### src/rtl/uart_tx_engine_if.sv
// Byte-source side of the UART transmit engine: frame configuration,
// valid/ready byte handshake, serial line and status outputs.
interface uart_tx_if #(
  parameter int DIV_W = 32,
  parameter int CNT_W = 16
);
  logic [DIV_W-1:0] clk_div;
  logic             check_en;
  logic [1:0]       check_type;
  logic [1:0]       data_bit;
  logic [1:0]       stop_bit;
  logic [7:0]       tx_data;
  logic             tx_valid;
  logic             tx_ready;
  logic             uart_tx;
  logic             tx_busy;
  logic [CNT_W-1:0] tx_byte_count;

  // Byte source / configuration owner.
  modport master (
    output clk_div, check_en, check_type, data_bit, stop_bit, tx_data, tx_valid,
    input  tx_ready, uart_tx, tx_busy, tx_byte_count
  );

  // Transmit engine.
  modport slave (
    input  clk_div, check_en, check_type, data_bit, stop_bit, tx_data, tx_valid,
    output tx_ready, uart_tx, tx_busy, tx_byte_count
  );
endinterface

### src/rtl/uart_tx_engine.sv
// UART transmit engine: start bit, 5..8 LSB-first data bits, optional
// parity, 1/1.5/2 stop bits. Frame format and baud divisor are captured
// when a byte is accepted, so configuration changes only affect later frames.
module uart_tx_engine #(
  parameter int DIV_W = 32,
  parameter int CNT_W = 16
) (
  input logic      clk,
  input logic      rst,
  uart_tx_if.slave tx_if
);

  typedef enum logic [2:0] {IDLE, START, DATA, PARITY, STOP} state_e;

  localparam logic [DIV_W:0] ONE = (DIV_W+1)'(1);

  state_e           state_q, state_d;
  logic [DIV_W:0]   baud_q, baud_d;        // one bit wider so 1.5/2 stop lengths fit
  logic [2:0]       bit_idx_q, bit_idx_d;
  logic [7:0]       shift_q, shift_d;
  logic             parity_q, parity_d;
  logic [DIV_W-1:0] div_q, div_d;
  logic [1:0]       nbits_q, nbits_d;
  logic             par_en_q, par_en_d;
  logic [1:0]       stop_q, stop_d;
  logic             uart_tx_q, uart_tx_d;
  logic             busy_q, busy_d;
  logic [CNT_W-1:0] count_q, count_d;

  logic [7:0]     in_mask;
  logic           in_xor;
  logic           in_parity;
  logic [DIV_W:0] period;
  logic [DIV_W:0] stop_len;
  logic [DIV_W:0] limit;
  logic           bit_end;
  logic [2:0]     last_idx;

  // Parity is resolved at accept time over only the bits that will be sent.
  assign in_mask = 8'hFF >> (2'd3 - tx_if.data_bit);
  assign in_xor  = ^(tx_if.tx_data & in_mask);

  // Parity bit value selected by the incoming check_type.
  always_comb begin
    case (tx_if.check_type)
      2'b00:   in_parity = in_xor;
      2'b01:   in_parity = ~in_xor;
      2'b10:   in_parity = 1'b1;
      default: in_parity = 1'b0;
    endcase
  end

  // Divisor values 0 and 1 both mean a one-cycle bit.
  assign period = (div_q > DIV_W'(1)) ? {1'b0, div_q} : ONE;

  // Stop-phase length: P, P + floor(P/2) or 2P cycles.
  always_comb begin
    case (stop_q)
      2'b01:   stop_len = period + (period >> 1);
      2'b10:   stop_len = period << 1;
      default: stop_len = period;
    endcase
  end

  assign limit    = (state_q == STOP) ? stop_len : period;
  assign bit_end  = (baud_q == limit - ONE);
  assign last_idx = {1'b0, nbits_q} + 3'd4;

  // Next-state and datapath logic for the frame sequencer.
  // NOTE: every signal gets a default before the case so no path leaves it unassigned (no latches).
  always_comb begin
    state_d   = state_q;
    baud_d    = baud_q;
    bit_idx_d = bit_idx_q;
    shift_d   = shift_q;
    parity_d  = parity_q;
    div_d     = div_q;
    nbits_d   = nbits_q;
    par_en_d  = par_en_q;
    stop_d    = stop_q;
    uart_tx_d = uart_tx_q;
    busy_d    = busy_q;
    count_d   = count_q;

    // Baud counter restarts at every bit boundary while a frame is active.
    if (state_q != IDLE) begin
      baud_d = bit_end ? '0 : baud_q + ONE;
    end

    case (state_q)
      IDLE: begin
        uart_tx_d = 1'b1;
        if (tx_if.tx_valid) begin
          div_d     = tx_if.clk_div;
          nbits_d   = tx_if.data_bit;
          par_en_d  = tx_if.check_en;
          stop_d    = tx_if.stop_bit;
          shift_d   = tx_if.tx_data;
          parity_d  = in_parity;
          bit_idx_d = '0;
          baud_d    = '0;
          uart_tx_d = 1'b0;
          busy_d    = 1'b1;
          state_d   = START;
        end
      end
      START: begin
        if (bit_end) begin
          uart_tx_d = shift_q[0];
          shift_d   = shift_q >> 1;
          state_d   = DATA;
        end
      end
      DATA: begin
        if (bit_end) begin
          if (bit_idx_q == last_idx) begin
            if (par_en_q) begin
              uart_tx_d = parity_q;
              state_d   = PARITY;
            end else begin
              uart_tx_d = 1'b1;
              state_d   = STOP;
            end
          end else begin
            bit_idx_d = bit_idx_q + 3'd1;
            uart_tx_d = shift_q[0];
            shift_d   = shift_q >> 1;
          end
        end
      end
      PARITY: begin
        if (bit_end) begin
          uart_tx_d = 1'b1;
          state_d   = STOP;
        end
      end
      STOP: begin
        if (bit_end) begin
          busy_d  = 1'b0;
          count_d = count_q + CNT_W'(1);
          state_d = IDLE;
        end
      end
      default: state_d = IDLE;
    endcase
  end

  // State and datapath registers; reset drops the frame and idles the line.
  // NOTE: sequential state uses non-blocking assignments so all registers update together.
  always_ff @(posedge clk or posedge rst) begin
    if (rst) begin
      state_q   <= IDLE;
      baud_q    <= '0;
      bit_idx_q <= '0;
      shift_q   <= '0;
      parity_q  <= 1'b0;
      div_q     <= '0;
      nbits_q   <= '0;
      par_en_q  <= 1'b0;
      stop_q    <= '0;
      uart_tx_q <= 1'b1;
      busy_q    <= 1'b0;
      count_q   <= '0;
    end else begin
      state_q   <= state_d;
      baud_q    <= baud_d;
      bit_idx_q <= bit_idx_d;
      shift_q   <= shift_d;
      parity_q  <= parity_d;
      div_q     <= div_d;
      nbits_q   <= nbits_d;
      par_en_q  <= par_en_d;
      stop_q    <= stop_d;
      uart_tx_q <= uart_tx_d;
      busy_q    <= busy_d;
      count_q   <= count_d;
    end
  end

  assign tx_if.tx_ready      = (state_q == IDLE) && !rst;
  assign tx_if.uart_tx       = uart_tx_q;
  assign tx_if.tx_busy       = busy_q;
  assign tx_if.tx_byte_count = count_q;

endmodule

### src/flat_wrapper.sv
// flat-port wrapper written by rule: the top's interface ports become plain ports
module uart_tx_engine_flat 
#(
  parameter int DIV_W = 32,
  parameter int CNT_W = 16
)
  (clk, rst, tx_if_clk_div, tx_if_check_en, tx_if_check_type, tx_if_data_bit, tx_if_stop_bit, tx_if_tx_data, tx_if_tx_valid, tx_if_tx_ready, tx_if_uart_tx, tx_if_tx_busy, tx_if_tx_byte_count);
  uart_tx_if #(.DIV_W(DIV_W), .CNT_W(CNT_W)) tx_if_i ();
  input logic clk;
  input logic rst;
  input wire logic [$bits(tx_if_i.clk_div)-1:0] tx_if_clk_div;
  input wire logic [$bits(tx_if_i.check_en)-1:0] tx_if_check_en;
  input wire logic [$bits(tx_if_i.check_type)-1:0] tx_if_check_type;
  input wire logic [$bits(tx_if_i.data_bit)-1:0] tx_if_data_bit;
  input wire logic [$bits(tx_if_i.stop_bit)-1:0] tx_if_stop_bit;
  input wire logic [$bits(tx_if_i.tx_data)-1:0] tx_if_tx_data;
  input wire logic [$bits(tx_if_i.tx_valid)-1:0] tx_if_tx_valid;
  output wire logic [$bits(tx_if_i.tx_ready)-1:0] tx_if_tx_ready;
  output wire logic [$bits(tx_if_i.uart_tx)-1:0] tx_if_uart_tx;
  output wire logic [$bits(tx_if_i.tx_busy)-1:0] tx_if_tx_busy;
  output wire logic [$bits(tx_if_i.tx_byte_count)-1:0] tx_if_tx_byte_count;
  assign tx_if_i.clk_div = tx_if_clk_div;
  assign tx_if_i.check_en = tx_if_check_en;
  assign tx_if_i.check_type = tx_if_check_type;
  assign tx_if_i.data_bit = tx_if_data_bit;
  assign tx_if_i.stop_bit = tx_if_stop_bit;
  assign tx_if_i.tx_data = tx_if_tx_data;
  assign tx_if_i.tx_valid = tx_if_tx_valid;
  assign tx_if_tx_ready = tx_if_i.tx_ready;
  assign tx_if_uart_tx = tx_if_i.uart_tx;
  assign tx_if_tx_busy = tx_if_i.tx_busy;
  assign tx_if_tx_byte_count = tx_if_i.tx_byte_count;
  uart_tx_engine #(.DIV_W(DIV_W), .CNT_W(CNT_W)) u_core (.clk(clk), .rst(rst), .tx_if(tx_if_i));
endmodule
### config.mk
export PLATFORM = sky130hd
export DESIGN_NAME = uart_tx_engine_flat
export DESIGN_NICKNAME = d
export VERILOG_FILES = /design/src/rtl/uart_tx_engine_if.sv /design/src/rtl/uart_tx_engine.sv /design/src/flat_wrapper.sv
export SDC_FILE = /design/constraint.sdc
export NUM_CORES = 1
export LEC_CHECK = 0
export ABC_AREA = 0
export BUFFER_PORTS_ARGS = -buffer_cell sky130_fd_sc_hd__buf_2
export CAP_MARGIN = 40
export CORE_AREA = 2 2 128 154
export DETAILED_ROUTE_END_ITERATION = 8
export DIE_AREA = 0 0 130 156
export PLACE_DENSITY = 0.64
export SYNTH_ARGS = -nofsm -noshare
export SYNTH_HDL_FRONTEND = slang
export SYNTH_SLANG_ARGS = --single-unit
### constraint.sdc
create_clock -name clk -period 17 [get_ports clk]
set_clock_uncertainty 0.2 [all_clocks]
set_input_delay 0.85 -clock clk [delete_from_list [all_inputs] [get_ports clk]]
set_output_delay 0.85 -clock clk [all_outputs]
set_load 0.05 [all_outputs]
# Word level (Yosys, flattened, before mapping)
# Cells that the tools add are included.
[op_classes]
n_shift = 1
eq_ne = 17
n_addsub = 7
reduce_logical = 17
magnitude_cmp = 1
n_mux = 35
n_bitwise = 2
[ops]
columns = ["op", "count"]
rows = [
  ["two-way mux 33 bit", 5],
  ["one-hot mux 33 bit (2 select lines)", 1],
  ["adder 33 x 1 -> 33 bit, second input constant", 1],
  ["adder 33 x 32 -> 33 bit", 1],
  ["equality test 33 bit", 1],
  ["subtractor 33 x 1 -> 33 bit, second input constant", 1],
  ["> comparator 32 x 1 -> 1 bit, second input constant", 1],
  ["two-way mux 32 bit", 1],
  ["two-way mux 8 bit", 4],
  ["two-way mux 3 bit", 10],
  ["one-hot mux 8 bit (3 select lines)", 1],
  ["adder 16 x 1 -> 16 bit, second input constant", 1],
  ["one-hot mux 3 bit (5 select lines)", 1],
  ["inequality test 2 x 1 -> 1 bit, second input constant", 5],
  ["bitwise AND 8 bit", 1],
  ["two-way mux 1 bit", 8],
  ["AND reduction 4 bit", 2],
  ["XOR reduction 8 bit", 1],
  [">> shifter 8 x 2 -> 8 bit, first input constant", 1],
  ["equality test 3 x 2 -> 1 bit, second input constant", 2],
  ["one-hot mux 3 bit (2 select lines)", 1],
  ["AND reduction 6 bit", 1],
  ["nonzero test 3 bit", 2],
  ["AND reduction 5 bit", 1],
  ["other kinds (21)", 26],
]
[totals]
elab_cells = 92
input_bits = 50
regBits = 103
output_inout_bits = 19

# Longest topological paths before layout
[logic_depth]
depth_word = 11
ltp_mapped = 25
ltp_nobuf = 21

# Least setup slack after synthesis
# No wires, ideal clock.
[synth_timing]
path_type = "flip-flop to flip-flop"
startpoint = "register u_core.div_q[2]"
endpoint = "register u_core.count_q[1] (netlist: u_core.tx_if.tx_byte_count[1])"
synth_period_minus_slack_ns = 6.417
slack_ns = 10.583
path_stages_with_launch = 25
setup_time_ns = 0.128
arrival_ns = 6.089
cell_sequence = "dfrtp_1 nor4_1 nand4_1 o21bai_1 ha_1 inv_1 fa_1 nand2b_1 a21o_1 a2111oi_0 o21ai_0 a31oi_1 and2_1 or4b_1 or2_1 buf_4 nor3_1 xnor2_1 a2111o_1 or4_1 or4_1 buf_4 buf_6 nor2_2 mux2_1"
[synth_via]
elab_chain_cells = 8
[synth_lines]
columns = ["element", "line", "text"]
rows = [
  ["start, declared", "uart_tx_engine.sv:22", "logic [DIV_W-1:0] div_q, div_d;"],
  ["start signal, assigned", "uart_tx_engine.sv:170", "div_q <= div_d;"],
  ["> comparator 32 x 1 -> 1 bit", "uart_tx_engine.sv:54", "assign period = (div_q > DIV_W'(1)) ? {1'b0, div_q} : ONE;"],
  ["two-way mux 32 bit *", "uart_tx_engine.sv:54", ""],
  ["adder 33 x 32 -> 33 bit", "uart_tx_engine.sv:59", "2'b01: stop_len = period + (period >> 1);"],
  ["one-hot mux 33 bit (2 select lines)", "uart_tx_engine.sv:58", "case (stop_q)"],
  ["two-way mux 33 bit *", "uart_tx_engine.sv:65", "assign limit = (state_q == STOP) ? stop_len : period;"],
  ["subtractor 33 x 1 -> 33 bit *", "uart_tx_engine.sv:66", "assign bit_end = (baud_q == limit - ONE);"],
  ["equality test 33 bit *", "uart_tx_engine.sv:66", ""],
  ["AND reduction 2 bit (no source line) *", "-", ""],
  ["end signal, assigned", "uart_tx_engine.sv:176", "count_q <= count_d;"],
  ["end, declared", "uart_tx_engine.sv:28", "logic [CNT_W-1:0] count_q, count_d;"],
]
# Mark *: on every way between the ends. The rest lies on a longest branch, timed or not.
# A chain may end at the register's enable or synchronous reset.

# Worst setup path after layout
[layout_timing]
startpoint = "register u_core.div_q[18]"
endpoint = "register u_core.count_q[1] (netlist: u_core.tx_if.tx_byte_count[1])"
# The elaborated chain is that of the path after synthesis.

==> results.txt <==
Routed length per placed instance: 17.5 um. In this run the core area contains 55 standard-cell rows. The critical-path maximum fanout was 26; the number of cells on the worst reg-to-reg path was 22.

The maximum clock frequency was 128 MHz; the final period demand of the worst path was 7.83 ns. In this run the worst setup path begins at u_core.div_q[18]$_DFFE_PP0P_. The overall die area is 20300 sq um.

Highest ir drop seen on vdd: 44.9 uV. Setup repair after global routing left no endpoint under its margin. The antenna violation net count after detailed routing was 0; the area growth from synthesis to final layout was 7.45%. Clock-pin slew was measured on the worst setup and hold paths at 0.08 ns. For the pin with the worst max-slew slack, the measured transition is 0.931 ns.

Counting flops with a built-in enable in the synthesized netlist gives 0. Each instance of the synthesized netlist takes up on average 7.61 sq um. Number of global-route vias before repair: 8295. The hold-critical path depth is 1, and the initial DRC count is 677. The count of pins over their slew limit is 0, and the initial antenna violation count is 0.

Entering global routing, the biggest net connects 55 pins. The H-tree was split into 3 levels. The run gives 18800 sq um as the core outline area. The worst setup path is launched from a flop. Starting density of the core: 0.492. The congestion estimate from routability-driven global placement came to 0.930.

The library cell used most frequently in the layout, excluding fill and tap cells, is sky130_fd_sc_hd__nand2_1. The internal portion of the total power is 0.372 mW. Clock tree synthesis inserted a total of 9 buffers.

The run finished with clean final reports. The switching part of the total power is 0.239, and the number of non-filler instances in the completed layout is 1481. The post-cts repair resize count was 0; the floorplan die height was 156 um. The start point of the worst hold path is u_core.tx_if.tx_byte_count[15]$_DFFE_PP0P_. After synthesis the netlist holds a flip-flop and latch count of 103. The run gives 1866 as the number of filler cells placed in the layout. The arrival time of the worst setup path came out at 7.87 ns. Final HPWL from detailed placement: 19200 um. The share of the core filled with cells in the final layout was 0.529. The total global routing track utilization was 0.262. The number of primary I/O pins is 69. The max-cap check violation count came out at 0. The logs give 8799 for the vias after detailed routing and 0 for the remaining global-route overflow.

The worst register-to-register path begins at u_core.div_q[18]$_DFFE_PP0P_. Counting tap cells, the placed design contains a total of 1464 instances. The number of buffer cells added on primary ports was 68; the synthesized netlist net count was 1305.

The logs give 9250 sq um for the netlist area before placement and 103 for the TritonCTS sink count. The first detailed-routing pass ran for 5 iterations. The number of buffers inserted by post-CTS setup repair came out at 0. Yosys printed 0 warnings.

From left edge to right edge, the die measures 130 um. Synthesis instantiated 90 different standard cells from the library. The top flip-flop cell by instance count after synthesis is sky130_fd_sc_hd__dfrtp_1.

After routing the design area is 9940 sq um. Once placement finished, the instance area stood at 9620 sq um. The critical path class was reg2reg. The post-route fraction of the period consumed by the critical path is 0.460, and the power share of the clock group is 0.467. The average vias per placed instance came out at 5.94.

The portion of total power attributed to combinational logic is 0.032. The number of DRC violations after detailed routing is 0, and the insertion delay of the later-clocked pin in the worst-skew pair is 0.36 ns. The tools report the share of power burned in registers as 0.500.

The run gives 1216 as the number of cells produced by synthesis. The first global-routing pass estimated 42500 um of wire. The worst slew margin relative to its limit was 0.379. For this block, the routed nets add up to 25900 um of wire.

STA puts the critical path data required time at 17.05 ns. The run gives 0 as the number of hold-slack violations in the final timing report. In the final design database the tool counted 1309 nets. Sequential-to-total area share from yosys stat: 0.279. TritonCTS built the clock tree. The worst setup path is captured at a flop. The net switching power was 0.117 mW.

The run gives 0 as the total inserted antenna cells. After layout, the design draws a total of 0.489 mW. Summed over all failing endpoints, the final setup total negative slack is 0 ns.

In this run, post-CTS hold repair placed 0 buffers. The clock passes through at most 2 buffers. In this run the static leakage power is 4.57 nW. In the layout the commonest cells are sky130_fd_sc_hd__nand2_1, sky130_fd_sc_hd__nor2_1, sky130_fd_sc_hd__dfrtp_1, sky130_fd_sc_hd__buf_2.

The post-synthesis async set-or-reset flop share was 1.00. The total power divided by cell area was 49.2 nW/um^2; the count of final setup violators was 0. Layout cell share with drive strength beyond 1: 0.113.

The class of the most critical hold timing path is reg2reg. The root buffer cell is sky130_fd_sc_hd__clkbuf_16.
-- routing by layer --
metal / wire, um / share of wire / vias to the layer above / track usage
met3: 910 / 0.035 / 58 / 0.0329
met5: 0 / 0 / - / 0
met4: 1050 / 0.041 / 0 / 0.117
met2: 12800 / 0.49 / 225 / 0.455
li1: - / - / 4319 / -
met1: 11100 / 0.43 / 4197 / 0.322
-- cell usage after synthesis, drive strengths merged, types with 28 or more instances --
library cell / number / share of area
nand2: 224 / 0.091
nor2: 130 / 0.056
dfrtp: 102 / 0.28
o21ai: 72 / 0.039
clkbuf: 68 / 0.028
a21oi: 67 / 0.037
xor2: 56 / 0.053
xnor2: 44 / 0.042
nand3: 40 / 0.022
ha: 38 / 0.051
and3: 31 / 0.021
nor3: 28 / 0.017
-- cell families (layout without fill, tap and decap cells) --
family / after synthesis / in the layout / synth area share
AOI/OAI and AO/OA: 260 / 260 / 0.185
xor gates and xnor gates: 100 / 100 / 0.0947
adders and majority gates: 39 / 39 / 0.0536
buffers and inverters: 105 / 114 / 0.0523
DFF: 103 / 103 / 0.279
muxes: 20 / 20 / 0.0220
and+or+nand+nor: 589 / 589 / 0.314
-- worst max-delay path: stages, from the launching register on --
cell and delay [ns]:
sky130_fd_sc_hd__dfrtp_1 0.46, sky130_fd_sc_hd__nor4_1 0.45, sky130_fd_sc_hd__nand4_1 0.25, sky130_fd_sc_hd__o21bai_1 0.34, sky130_fd_sc_hd__ha_1 0.22, sky130_fd_sc_hd__inv_1 0.05
sky130_fd_sc_hd__fa_1 0.40, sky130_fd_sc_hd__nand2b_1 0.20, sky130_fd_sc_hd__a21o_1 0.19, sky130_fd_sc_hd__a2111oi_0 0.52, sky130_fd_sc_hd__o21ai_0 0.17, sky130_fd_sc_hd__a31oi_1 0.27
sky130_fd_sc_hd__and2_1 0.21, sky130_fd_sc_hd__or4b_1 0.53, sky130_fd_sc_hd__nor4_1 0.48, sky130_fd_sc_hd__a41oi_1 0.18, sky130_fd_sc_hd__a311oi_1 0.36, sky130_fd_sc_hd__nand4b_1 0.14
sky130_fd_sc_hd__or4_1 0.42, sky130_fd_sc_hd__or4_2 0.92, sky130_fd_sc_hd__buf_12 0.27, sky130_fd_sc_hd__nor2_2 0.13, sky130_fd_sc_hd__mux2_1 0.33
-- stage by stage --
stage | setup WS (ns) | hold WS, ns
after floorplan | 10.58 | 0.240
after global placement | 9.21 | 0.255
after detailed placement | 9.26 | 0.257
after CTS | 9.22 | 0.273
after global routing | 8.74 | 0.299
final | 9.17 | 0.268
-- sequential cells by signal, indices dropped and copies added (netlist names) --
signal / cells
u_core.baud_q: 33
u_core.bit_idx_q: 3
u_core.div_q: 32
u_core.nbits_q: 2
u_core.par_en_q: 1
u_core.parity_q: 1
u_core.shift_q: 8
u_core.state_q: 3
u_core.stop_q: 2
u_core.tx_if.tx_busy: 1
u_core.tx_if.tx_byte_count: 16
u_core.tx_if.uart_tx: 1
-- final timing paths --
check	end	slack [ns]
setup / recovery	u_core.tx_if.tx_byte_count[1]$_DFFE_PP0P_	9.17
hold / removal	u_core.tx_if.tx_byte_count[15]$_DFFE_PP0P_	0.27
setup reg to reg	u_core.tx_if.tx_byte_count[1]$_DFFE_PP0P_	9.17
hold reg to reg	u_core.tx_if.tx_byte_count[15]$_DFFE_PP0P_	0.27
max in group asynchronous	u_core.div_q[6]$_DFFE_PP0P_	15.06
min in group asynchronous	u_core.shift_q[1]$_DFFE_PP0P_	0.38
-- power groups by stage --
stage          sequential (mW)  clock (mW)  combinational, mW
3_3_place_gp             0.250           0             0.0163
3_5_place_dp             0.250           0             0.0164
4_1_cts                  0.245       0.232             0.0165
5_1_grt                  0.245       0.244             0.0183
2_1_floorplan            0.250           0            0.00750
6_report                 0.245       0.229             0.0158
-- layout make-up --
cell class,count,area (sq um),share of cell area
Clock buffer,10,239,0.0240
Clock inverter,6,75.1,0.00755
Inverter,18,70.1,0.00705
Multi-Input combinational cell,1008,6200,0.623
Sequential cell,103,2580,0.259
Tap cell,256,320,0.0322
Timing Repair Buffer,80,460,0.0463
Note: power is estimated with default switching activity, not from simulation.
